**config.mk**
```make
export PLATFORM = sky130hd
export DESIGN_NAME = axi_wr_burst_engine
export DESIGN_NICKNAME = d
export VERILOG_FILES = /design/src/rtl/axi_wr_burst_engine.sv
export SDC_FILE = /design/constraint.sdc
export NUM_CORES = 1
export LEC_CHECK = 0
export ABC_AREA = 0
export CORE_UTILIZATION = 45
export DETAILED_ROUTE_END_ITERATION = 8
export GPL_TIMING_DRIVEN = 1
export PLACE_DENSITY = 0.84
export SLEW_MARGIN = 20
export SYNTH_ARGS = -nofsm -noshare
export SYNTH_HDL_FRONTEND = slang
export SYNTH_SLANG_ARGS = --single-unit
```
**constraint.sdc**
```tcl
create_clock -name clock -period 3.1 [get_ports clock]
set_clock_uncertainty 0.1 [all_clocks]
set_input_delay 0.31 -clock clock [delete_from_list [all_inputs] [get_ports clock]]
set_output_delay 0.31 -clock clock [all_outputs]
set_load 0.01 [all_outputs]
```
**src/rtl/axi_wr_burst_engine.sv**
```systemverilog
// Write-side AXI4 master: turns burst/tail requests into one AW/W/B transaction each,
// draining a first-word-fall-through FIFO and tracking the running frame address.
module axi_wr_burst_engine #(
  parameter int ASIZE  = 32,
  parameter int DSIZE  = 64,
  parameter int LSIZE  = 9,
  parameter int AXI_ID = 0
) (
  input  logic               clock,
  input  logic               rst_n,
  input  logic               frame_start,
  input  logic [ASIZE-1:0]   base_addr,
  input  logic               burst_req,
  input  logic               tail_req,
  input  logic [LSIZE-1:0]   req_len,
  output logic               resp,
  output logic               done,
  input  logic               rst_chain,
  input  logic               fifo_empty,
  input  logic [DSIZE-1:0]   fifo_data,
  output logic               fifo_rd_en,
  output logic [3:0]         awid,
  output logic [ASIZE-1:0]   awaddr,
  output logic [7:0]         awlen,
  output logic [2:0]         awsize,
  output logic [1:0]         awburst,
  output logic               awvalid,
  input  logic               awready,
  output logic [DSIZE-1:0]   wdata,
  output logic [DSIZE/8-1:0] wstrb,
  output logic               wlast,
  output logic               wvalid,
  input  logic               wready,
  input  logic               bvalid,
  input  logic [1:0]         bresp,
  output logic               bready,
  output logic               err
);

  localparam int BYTES  = DSIZE / 8;
  localparam int BSHIFT = $clog2(BYTES);

  localparam logic [2:0] S_IDLE = 3'd0;
  localparam logic [2:0] S_AW   = 3'd1;
  localparam logic [2:0] S_W    = 3'd2;
  localparam logic [2:0] S_B    = 3'd3;
  localparam logic [2:0] S_FIN  = 3'd4;

  logic [2:0]       state;
  logic [LSIZE-1:0] len;
  logic [LSIZE-1:0] len_m1;
  logic [LSIZE-1:0] beat_cnt;
  logic [LSIZE-1:0] beat_nxt;
  logic [ASIZE-1:0] addr;
  logic [ASIZE-1:0] fs_base;
  logic             fs_pending;
  logic             abort_r;
  logic             awvalid_r;
  logic [7:0]       awlen_r;
  logic             wlast_r;
  logic             bready_r;
  logic             resp_r;
  logic             done_r;
  logic             err_r;
  logic             req_any;
  logic             aw_hs;
  logic             w_hs;
  logic             b_hs;

  assign req_any  = burst_req | tail_req;
  assign len_m1   = len - LSIZE'(1);
  assign beat_nxt = beat_cnt + LSIZE'(1);

  assign aw_hs = awvalid_r & awready;
  assign w_hs  = wvalid & wready;
  assign b_hs  = bready_r & bvalid;

  assign awid    = 4'(AXI_ID);
  assign awaddr  = addr;
  assign awlen   = awlen_r;
  assign awsize  = 3'(BSHIFT);
  assign awburst = 2'b01;
  assign awvalid = awvalid_r;

  // While aborting, W beats keep flowing without the FIFO so the burst still closes legally.
  assign wdata      = fifo_data;
  assign wvalid     = (state == S_W) & (abort_r | ~fifo_empty);
  assign fifo_rd_en = wvalid & wready & ~abort_r;
  assign wstrb      = {BYTES{~abort_r}};
  assign wlast      = wlast_r;

  assign bready = bready_r;
  assign resp   = resp_r;
  assign done   = done_r;
  assign err    = err_r;

  always_ff @(posedge clock or negedge rst_n) begin
    if (!rst_n) begin
      state     <= S_IDLE;
      len       <= '0;
      beat_cnt  <= '0;
      awvalid_r <= 1'b0;
      awlen_r   <= '0;
      wlast_r   <= 1'b0;
      bready_r  <= 1'b0;
      resp_r    <= 1'b0;
      done_r    <= 1'b0;
    end else begin
      resp_r <= 1'b0;
      done_r <= 1'b0;
      case (state)
        S_IDLE: begin
          if (req_any) begin
            len     <= req_len;
            awlen_r <= 8'(req_len - LSIZE'(1));
            resp_r  <= 1'b1;
            if (req_len == '0) begin
              state <= S_FIN;
            end else begin
              state     <= S_AW;
              awvalid_r <= 1'b1;
            end
          end
        end
        S_AW: begin
          if (aw_hs) begin
            awvalid_r <= 1'b0;
            beat_cnt  <= '0;
            wlast_r   <= (len == LSIZE'(1));
            state     <= S_W;
          end
        end
        S_W: begin
          if (w_hs) begin
            beat_cnt <= beat_nxt;
            if (wlast_r) begin
              wlast_r  <= 1'b0;
              bready_r <= 1'b1;
              state    <= S_B;
            end else begin
              wlast_r <= (beat_nxt == len_m1);
            end
          end
        end
        S_B: begin
          if (b_hs) begin
            bready_r <= 1'b0;
            state    <= S_FIN;
          end
        end
        S_FIN: begin
          done_r <= 1'b1;
          state  <= S_IDLE;
        end
        default: state <= S_IDLE;
      endcase
    end
  end

  // A frame_start seen mid-transaction is parked and applied once the engine is idle again.
  always_ff @(posedge clock or negedge rst_n) begin
    if (!rst_n) begin
      addr       <= '0;
      err_r      <= 1'b0;
      fs_pending <= 1'b0;
      fs_base    <= '0;
    end else if (state == S_IDLE) begin
      if (frame_start) begin
        addr       <= base_addr;
        err_r      <= 1'b0;
        fs_pending <= 1'b0;
      end else if (fs_pending) begin
        addr       <= fs_base;
        err_r      <= 1'b0;
        fs_pending <= 1'b0;
      end
    end else begin
      if (frame_start) begin
        fs_pending <= 1'b1;
        fs_base    <= base_addr;
      end
      if ((state == S_B) && b_hs && (bresp != 2'b00)) begin
        err_r <= 1'b1;
      end
      if ((state == S_FIN) && !abort_r) begin
        addr <= addr + (ASIZE'(len) << BSHIFT);
      end
    end
  end

  always_ff @(posedge clock or negedge rst_n) begin
    if (!rst_n) begin
      abort_r <= 1'b0;
    end else if (state == S_FIN) begin
      abort_r <= 1'b0;
    end else if (rst_chain && ((state == S_AW) || (state == S_W) || (state == S_B))) begin
      abort_r <= 1'b1;
    end
  end

endmodule

```
== Word level (Yosys, flattened, before mapping) ==
Index checks and enable logic that the tools add are counted.
Storage, ports and cells
  flip-flop bits (word level): 101
  input bits: 117
  word-level logic and storage cells: 103
Operators by class
  multiplexer cells: 37
  add/sub/neg operators: 4
  bitwise logic cells: 10
  equality and inequality tests: 13
  reduce and logical (&&, ||, !) cells: 25
Operator list (number)
  32-bit two-way mux: 4
  32-bit by 12-bit adder with 32-bit output: 1
  1-bit two-way mux: 20
  3-bit two-way mux: 6
  9-bit two-way mux: 2
  9-bit one-hot mux with 2 select lines: 1
  2-bit nonzero test: 8
  2-bit != test (second input constant): 6
  3-bit one-hot mux with 4 select lines: 1
  9-bit by 1-bit adder with 9-bit output (second input constant): 1
  9-bit by 1-bit equality test with 1-bit output (second input constant): 1
  9-bit equality test: 1
  9-bit logical NOT: 1
  9-bit by 1-bit subtractor with 9-bit output (second input constant): 1
  2-bit AND reduction: 4
  4-bit AND reduction: 2
  8-bit by 1-bit subtractor with 8-bit output (second input constant): 1
  3-bit by 2-bit equality test with 1-bit output (second input constant): 2
  1-bit one-hot mux with 2 select lines: 3
  1-bit bitwise AND: 5
  5-bit AND reduction: 1
  1-bit logical AND: 4
  3-bit by 1-bit equality test with 1-bit output (second input constant): 1
  3-bit equality test (second input constant): 1
  7 further kinds: 11

== Depth between registers and ports, before layout ==
Gate-level depths: netlist of the first run.
  depth in word-level cells: 6
  depth in mapped cells: 9
  mapped depth without buffers: 8

== Worst setup path before layout of the first run ==
OpenSTA, ideal clock, no wires.
  path kind: reg2reg
  start: reg len[0]
  end: reg addr[21] (netlist: awaddr[21])
  library setup time: 0.126 ns
  path buffers: 1
  data required time: 2.874 ns
  clock period less this slack: 2.336 ns
  slack: 0.764 ns
  stages on the path, launching flop included: 10
  arrival: 2.109 ns
  path through: dfrtp_1 > ha_1 > fa_1 > a21o_1 > nand4_1 > nand3_1 > and2_1 > clkbuf_1 > a311oi_1 > nor3_1
On the way
  cells in the longest elaborated chain, start to end: 3
Ends and longest elaborated chain
  start: declaration: line 50  | logic [LSIZE-1:0] len;
  start signal: assignment: line 114  | len <= req_len;
  32-bit by 12-bit adder with 32-bit output: line 186  | addr <= addr + (ASIZE'(len) << BSHIFT);
  32-bit two-way mux: line 185  | if ((state == S_FIN) && !abort_r) begin
  32-bit two-way mux: line 167  | end else if (state == S_IDLE) begin
  end signal: assignment: line 169  | addr <= base_addr;
  end signal: assignment: line 173  | addr <= fs_base;
  end signal: assignment: line 186
  end: declaration: line 54  | logic [ASIZE-1:0] addr;
Every way passes these cells. The select of a mux whose other input is x is not followed.
A chain may end at the register's enable or synchronous reset.

== Worst setup path in the final report of the first run ==
  start: reg state[1]
  end: out fifo_rd_en
On the way
  cells in the longest elaborated chain, start to end: 4
Ends and longest elaborated chain
  start: declaration: line 49  | logic [2:0] state;
  start signal: assignment: line 99  | state <= S_IDLE;
  start signal: assignment: line 118  | state <= S_FIN;
  start signal: assignment: line 120  | state <= S_AW;
  3-bit by 2-bit equality test with 1-bit output: line 87  | assign wvalid = (state == S_W) & (abort_r | ~fifo_empty);
  1-bit bitwise AND: line 87
  1-bit bitwise AND (2 in a row): line 88  | assign fifo_rd_en = wvalid & wready & ~abort_r;
  end: declaration: line 21  | output logic fifo_rd_en,
Every way passes these cells.

==> results of run 1 <==
[timing repair]
item | 4_1_cts | 5_1_grt
hold endpoints to repair | 51 | 0
hold buffers | 1 | 0
setup buffers | 0 | 0
[how the worst max path moves through the flow]
stage               depth (start not counted)         end     start
floorplan                                   9  awaddr[21]    len[0]
global placement                            8  awaddr[21]    len[0]
detailed placement                          8  awaddr[21]    len[0]
CTS                                         5  fifo_rd_en  state[1]
global route                                5  fifo_rd_en  state[1]
finish                                      5  fifo_rd_en  state[1]
[Yosys cell counts (4+ instances only)]
cell	number
o211ai_1	4
xnor2_1	24
mux2_2	38
inv_1	15
clkbuf_1	15
a21oi_1	32
dfrtp_1	101
ha_1	13
and3_1	13
buf_4	80
buf_2	13
a211oi_1	18
nand4_1	5
nand3_1	21
a31oi_1	4
nor4_1	4
o21ai_0	48
xor2_1	10
o22ai_1	7
and2_1	5
nor2_1	49
mux2i_1	23
nor3_1	16
nand2_1	52
nor2b_1	5
a21o_1	6
[worst register-to-register path: stages (launching register included)]
cell	delay (ps)
dfrtp_1	470
ha_1	270
fa_1	420
a21o_1	190
nand4_1	100
nand3_1	170
and2_1	300
a311oi_1	300
nor3_1	70
[metal layers]
layer,up-vias,GRT usage,share of wire
met5,-,0,0
met4,0,0.104,0.029
met3,42,0.0446,0.066
met2,196,0.333,0.46
met1,2386,0.281,0.45
li1,2396,-,-
[through the flow]
stage | hold WS [ps] | cell area [µm²]
floorplan | -85.6 | 6410
global placement | 302 | 7110
detailed placement | 308 | 7110
CTS | 355 | 7460
global route | 379 | 7460
finish | 371 | 7460
[layout make-up]
type / instances / area share
Multi-Input combinational cell: 461 / 0.418
Sequential cell: 101 / 0.339
Timing Repair Buffer: 122 / 0.160
Clock buffer: 11 / 0.0312
Tap cell: 180 / 0.0302
Clock inverter: 5 / 0.0144
Inverter: 15 / 0.00755
[kinds of logic (layout without fill, tap and decap cells)]
group | count (synthesis) | after routing | synth area share
flops | 101 | 101 | 0.396
mux | 64 | 64 | 0.108
xor+xnor | 34 | 34 | 0.0466
compound gates | 150 | 150 | 0.149
simple gates | 190 | 190 | 0.146
fa+ha+maj | 14 | 14 | 0.0286
buf+inv | 125 | 153 | 0.124
other cells | 2 | 9 | 0.00118
[report_power, final]
group	total [W]	switching, W	internal [W]
Combinational	0.00204	0.00100	0.00104
Sequential	0.00194	0.000325	0.00161
Clock	0.00130	0.000510	0.000795
[registers in the layout, indices dropped and copies added, names as in the netlist]
signal,count
abort_r,1
awaddr,32
awlen,8
awvalid,1
beat_cnt,9
bready,1
done,1
err,1
fs_base,32
fs_pending,1
len,9
resp,1
state,3
wlast,1
==> metrics, run 1 <==
crit path capture type primary output; Die X 121 µm; vias in the first global route 4791; min Tclk post-route 2730 ps; warning count from the yosys run 0; Die Y 121 µm; final hold viol count 0; commonest cells after routing, fill and taps aside 106 x clkdlybuf4s50_1, 101 x dfrtp_1, 52 x nand2_1; clk root buf clkbuf_16; first-pass GRT wire length 24200 µm; FILL cells 1236; Placeable Area 13900 µm²; Arr. time, crit path 2320 ps; GPL Wtd Cong 0.900; worst vdd ir 0.359 mV; Initial Utilization 0.460; H-tree depth 3; Non-Filler Instances 895; run status complete, no violations; f_max 0.366 GHz; largest net degree at the start of global routing 53; commonest non-fill, non-tap cell in the layout clkdlybuf4s50_1; Place WS 626 ps; Mapped Cells 680; Distinct cells, synth 65; max incr delay on CP 560 ps; final setup fails 0; Finished Core Util 0.537; CTS tree yes; Nets 841; flops & latches, synth 101; Mapped Area 6380 µm²; Worst-path clk slew 70 ps; Worst setup SP type flip-flop; clock latency on the worst-skew pair 350 ps; HP Class input port to flip-flop; Power Density 708 nW/µm²; Seq/Total Area, Yosys 0.396; total negative slack 0 ps; Max FO, Critical Path 12; drt wl/cell 16.7 µm; share of post-route cells with drive strength above 1 0.109; largest delay contributor family on the critical path simple AND/OR/NAND/NOR gates; multi-input combinational cell area 3120 µm²; I/O Pins 246; crit path buf inv count 1; Sequential cell area 2530 µm²; final WL 14900 µm; max_slew headroom 0.527; WHS Endpoint awaddr[18]; Inst Count DP 878; Yosys top cell by area dfrtp_1; Slowest-stage cell, CP dfrtp_1; RSZ-0062 raised after global routing false; Crit Path Class flip-flop to primary output; ant diodes 0; Vias per Instance 5.61; initial antenna violation count 0; CTS Buffer Depth 2; async set or reset register ratio after synthesis 1.00; Post-synth EDFFs 0; worst hold start frame_start; Period Utilization, post-route 0.882; Syn-to-layout area delta 16.9%; Leak 3.10 nW; Sink Count 101; Reg2Reg Launch Point len[0]; Avg Inst Size Synth 9.39 µm²; initial DRC count 351; num rows 43; critical-path cell list nor3b_2 > and2_1 > nand2_1 > nor2_1 > clkdlybuf4s50_1; worst slew pin tran 710 ps; FF-to-FF setup slack 590 ps; Vias 5020; top cell type's share of synthesized area 0.396; 1st-pass router iterations 5; Area contributors post-synth dfrtp_1 40%, buf_4 9.4%, mux2_2 6.7%, o21ai_0 3.8%, mux2i_1 3.6%; hold path cells 3; Post-CTS Resized 0; total power 0.00528 W; Synth Flop Type dfrtp_1; IO Port Bufs 108; remaining global-route overflow 0; Critical Path RT 2690 ps; DRC violations left 0; number of CTS-inserted buffers 9; Slew Limit Fails 0; final setup margin 366 ps; Post-DP HPWL 11000 µm; Antenna Nets Post-Route 0; r2r endpoint awaddr[21]; worst reg-to-reg path cell count 8; MaxCap Viol Count 0; GRT Resource Usage Total 0.213; die area 14700 µm²
Power figures use the tool's default switching activity.
==> run 2: changes to the inputs <==
- CORE_ASPECT_RATIO: unset -> 1.75
- CORE_MARGIN: unset -> 4
==> run 2 against run 1 <==
Net effect: non-clock buffer count shrank 3; critical path depth did not move; sequential power is essentially flat; via count barely moved; total power down 1.1%; largest cell class unchanged; first-iteration DRC count decreased by 21%; core utilization is 0.47 points lower; setup slack got worse by 9.3 ps; largest power group unchanged; highest routed layer unchanged; register-to-register slack got worse by 60 ps; hold slack gained 15 ps; global-route usage down 1.4 points.
==> metrics, run 2 (same netlist as run 1, synthesis figures left out) <==
run status complete, no violations; final hold viol count 0 (unchanged); Worst-path clk slew 70 ps (about the same); ant diodes 0 (unchanged); r2r endpoint awaddr[31]; Antenna Nets Post-Route 0 (unchanged); Crit Path Class flip-flop to primary output; num rows 57 (+33%); I/O Pins 246 (unchanged); commonest cells after routing, fill and taps aside 106 x clkdlybuf4s50_1, 101 x dfrtp_1, 52 x nand2_1; Max FO, Critical Path 15 (+3); worst hold start awlen[3]; min Tclk post-route 2740 ps (+9.31 ps); crit path buf inv count 1 (unchanged); Critical Path RT 2690 ps (about the same); 1st-pass router iterations 5 (unchanged); max incr delay on CP 560 ps (about the same); DRC violations left 0 (unchanged); first-pass GRT wire length 25600 µm (+6.2%); initial DRC count 277 (-21%); number of CTS-inserted buffers 9 (unchanged); Reg2Reg Launch Point len[0]; total power 0.00522 W (-1.1%); largest delay contributor family on the critical path simple AND/OR/NAND/NOR gates; placed cell areas 7080 µm² (-0.37%); RSZ-0062 raised after global routing false; HP Class flip-flop to flip-flop; Placeable Area 13900 µm² (+0.19%); die area 16200 µm² (+11%); fin area 7410 µm² (-0.69%); Slew Limit Fails 0 (unchanged); Syn-to-layout area delta 16.1%; MaxCap Viol Count 0 (unchanged); Critical path origin state[2]; Arr. time, crit path 2330 ps (about the same); f_max 0.365 GHz (-0.34%); CTS Buffer Depth 2 (unchanged); Die Y 166 µm (+37%); clk root buf clkbuf_16; FF-to-FF setup slack 530 ps (-60 ps); IO Port Bufs 108 (unchanged); crit path capture type primary output; final setup fails 0 (unchanged); max_slew headroom 0.329 (-0.198); worst vdd ir 0.292 mV (-19%); worst reg-to-reg path cell count 8 (unchanged); Power Density 705 nW/µm² (-0.43%); Nets 838 (-0.36%); commonest non-fill, non-tap cell in the layout clkdlybuf4s50_1; initial antenna violation count 0 (unchanged); H-tree depth 3 (unchanged); critical-path cell list nor3b_2 > and2_1 > nand2_1 > nor2_1 > clkdlybuf4s50_1; Post-DP HPWL 12100 µm (+10%); clock latency on the worst-skew pair 350 ps (about the same); total negative slack 0 ps (unchanged); Vias 5023 (+0.060%); Sink Count 101 (unchanged); CTS tree yes; GPL Wtd Cong 0.874 (-2.9%); Die X 98.0 µm (-19%); final WL 16000 µm (+7.0%); Leak 3.08 nW (-0.83%); drt wl/cell 18.0 µm (+7.7%); Worst setup SP type flip-flop; Period Utilization, post-route 0.885 (+0.00300); Vias per Instance 5.65 (+0.74%); worst slew pin tran 1010 ps (+297 ps); GRT Resource Usage Total 0.199 (-0.0142); Final Hold Slack 386 ps (+15.0 ps); Initial Utilization 0.459 (-0.000869); vias in the first global route 5060 (+5.6%); remaining global-route overflow 0 (unchanged); WHS Endpoint awlen[3]; largest net degree at the start of global routing 54 (+1.9%); hold path cells 1 (-2); share of post-route cells with drive strength above 1 0.107 (-0.00235); Slowest-stage cell, CP dfrtp_1
## run 2: where the power goes
part / internal, W / leakage [nW] / switching (W)
Clock: 0.000708 / 0.153 / 0.000496
Sequential: 0.00161 / 1.25 / 0.000339
Combinational: 0.00104 / 1.68 / 0.00103
Total: 0.00336 / 3.08 / 0.00186
## run 2: repair_timing
item,4_1_cts,5_1_grt
hold endpoints to repair,52,0
hold buffers,1,0
setup buffers,0,0
resized for setup,0,0
## run 2: worst register-to-register path, stage by stage (launching register included)
cell     delay (ps)
dfrtp_1         500
ha_1            290
fa_1            270
a21o_1          150
nand4_1         150
nand3_1         200
nand2_2         140
or4_1           490
a32oi_1         200
## run 2: cell type report
class	instances	area, µm²
clock buffer	10	229
clock inverter	6	86.3
fill	1270	6500
inverter	15	56.3
multi-input combinational	461	3120
sequential	101	2530
tap	177	221
timing repair buffer	119	1170
## run 2: worst max-delay path by stage
stage | to | slack, ps | depth (start not counted)
after floorplan | awaddr[21] | 760 | 9
after global placement | wlast | 660 | 5
after detailed placement | wlast | 600 | 5
after CTS | fifo_rd_en | 330 | 5
after global routing | fifo_rd_en | 180 | 5
final | fifo_rd_en | 360 | 5
## run 2: through the flow
stage               worst slack (ps)  std cells   util
CTS                              333        889  0.533
detailed placement               596        872  0.509
global placement                 662        872  0.509
finish                           357        889  0.533
global route                     182        889  0.533
floorplan                        764        687      -
## run 2: metal layers
metal	vias to the layer above	GRT usage	share of wire
li1	2392	-	-
met1	2415	0.202	0.35
met2	146	0.367	0.55
met3	70	0.0391	0.054
met4	0	0.129	0.050
met5	-	0	0
==> run 3: changes to the inputs <==
- SKIP_CTS_REPAIR_TIMING: unset -> 1
==> run 3 against run 2 <==
Net effect: combinational power about the same; non-clock buffer count unchanged; critical path depth did not move; hold slack is essentially flat; total power is 0.13% higher; wire length increased by 0.21%; critical endpoint unchanged; largest cell class unchanged; largest power group unchanged; highest routed layer unchanged.
==> metrics, run 3 (same netlist as run 1, synthesis figures left out) <==
GPL Wtd Cong 0.874 (unchanged); multi-input combinational cell area 3120 µm² (unchanged); remaining global-route overflow 0 (unchanged); drt wl/cell 18.0 µm (+0.21%); Die Y 166 µm (unchanged); first-pass GRT wire length 25600 µm (about the same); commonest non-fill, non-tap cell in the layout clkdlybuf4s50_1; Worst setup SP type flip-flop; initial antenna violation count 0 (unchanged); die area 16200 µm² (unchanged); DRC violations left 0 (unchanged); final setup margin 351 ps (-6.39 ps); Crit Path Class flip-flop to primary output; MaxCap Viol Count 0 (unchanged); I/O Pins 246 (unchanged); RSZ-0062 raised after global routing false; clk root buf clkbuf_16; initial DRC count 290 (+4.7%); CTS Buffer Depth 2 (unchanged); Vias 5041 (+0.36%); Inst Count DP 872 (unchanged); worst vdd ir 0.293 mV (+0.18%); Power Density 706 nW/µm² (+0.13%); number of CTS-inserted buffers 9 (unchanged); final WL 16000 µm (+0.21%); Initial Utilization 0.459 (unchanged); Die X 98.0 µm (unchanged); final hold viol count 0 (unchanged); ant diodes 0 (unchanged); num rows 57 (unchanged); crit path capture type primary output; final setup fails 0 (unchanged); Place WS 596 ps (unchanged); worst slew pin tran 1000 ps (-5.82 ps); FILL cells 1270 (unchanged); HP Class flip-flop to flip-flop; CTS tree yes; Sequential cell area 2530 µm² (unchanged); run status complete, no violations; max_slew headroom 0.333 (+0.00388); vias in the first global route 5072 (+0.24%); Antenna Nets Post-Route 0 (unchanged); 1st-pass router iterations 7 (+2); Max FO, Critical Path 12 (-3); largest net degree at the start of global routing 54 (unchanged); Arr. time, crit path 2340 ps (about the same); total power 0.00523 W (+0.13%); Period Utilization, post-route 0.887 (+0.00206); Syn-to-layout area delta 16.1% (unchanged); Slew Limit Fails 0 (unchanged); f_max 0.364 GHz (-0.23%); min Tclk post-route 2750 ps (+6.39 ps); clock latency on the worst-skew pair 350 ps (about the same); total negative slack 0 ps (unchanged); Post-DP HPWL 12100 µm (unchanged); Nets 838 (unchanged); Non-Filler Instances 889 (unchanged); commonest cells after routing, fill and taps aside 106 x clkdlybuf4s50_1, 101 x dfrtp_1, 52 x nand2_1; Leak 3.08 nW (unchanged); GRT Resource Usage Total 0.199 (about the same); Sink Count 101 (unchanged); Critical Path RT 2690 ps (about the same); IO Port Bufs 108 (unchanged); share of post-route cells with drive strength above 1 0.107 (unchanged); H-tree depth 3 (unchanged); Placeable Area 13900 µm² (unchanged); Worst-path clk slew 70 ps (about the same); Vias per Instance 5.67 (+0.36%)
-- run 3: cell type report --
| type | count | area share |
|---|---|---|
| clock inverter | 6 | 0.0117 |
| timing repair buffer | 119 | 0.158 |
| tap | 177 | 0.0299 |
| inverter | 15 | 0.00760 |
| sequential | 101 | 0.341 |
| clock buffer | 10 | 0.0309 |
| multi-input combinational | 461 | 0.421 |
-- run 3: critical path, cell delays in order (launching register included) --
cell and delay (ps):
dfrtp_1 560, nor3b_2 340, and2_1 200, nand2_1 190, nor2_1 150, clkdlybuf4s50_1 550
-- run 3: stage by stage --
stage           util  hold slack (ps)  instance area, µm²
5_1_grt        0.533              405                7410
3_3_place_gp   0.509              294                7080
2_1_floorplan      -            -85.6                6410
3_5_place_dp   0.509              297                7080
4_1_cts        0.532            -78.4                7400
6_report       0.533              386                7410
-- run 3: layer usage --
metal,vias to the layer above,GRT usage,part of all wire
met5,-,0,0
met4,0,0.129,0.054
met3,77,0.0391,0.053
met2,170,0.367,0.55
met1,2406,0.202,0.35
li1,2388,-,-
-- run 3: where the power goes --
group / switching (W) / total (W) / internal (W)
registers: 0.000341 / 0.00195 / 0.00161
clock network: 0.000499 / 0.00121 / 0.000708
logic: 0.00103 / 0.00207 / 0.00104
-- run 3: worst paths after layout --
| kind | slack (ps) | to | start | cells past startpoint |
|---|---|---|---|---|
| worst max-delay path | 350 | fifo_rd_en | state[1] | 5 |
| worst min-delay path | 390 | awlen[3] | awlen[3] | 1 |
| worst max register to register | 530 | awaddr[31] | len[0] | 8 |
| worst min register to register | 390 | awlen[3] | awlen[3] | 1 |
| max in group asynchronous | 1700 | fs_base[4] | rst_n | 3 |
| min in group asynchronous | 480 | awaddr[27] | rst_n | 2 |
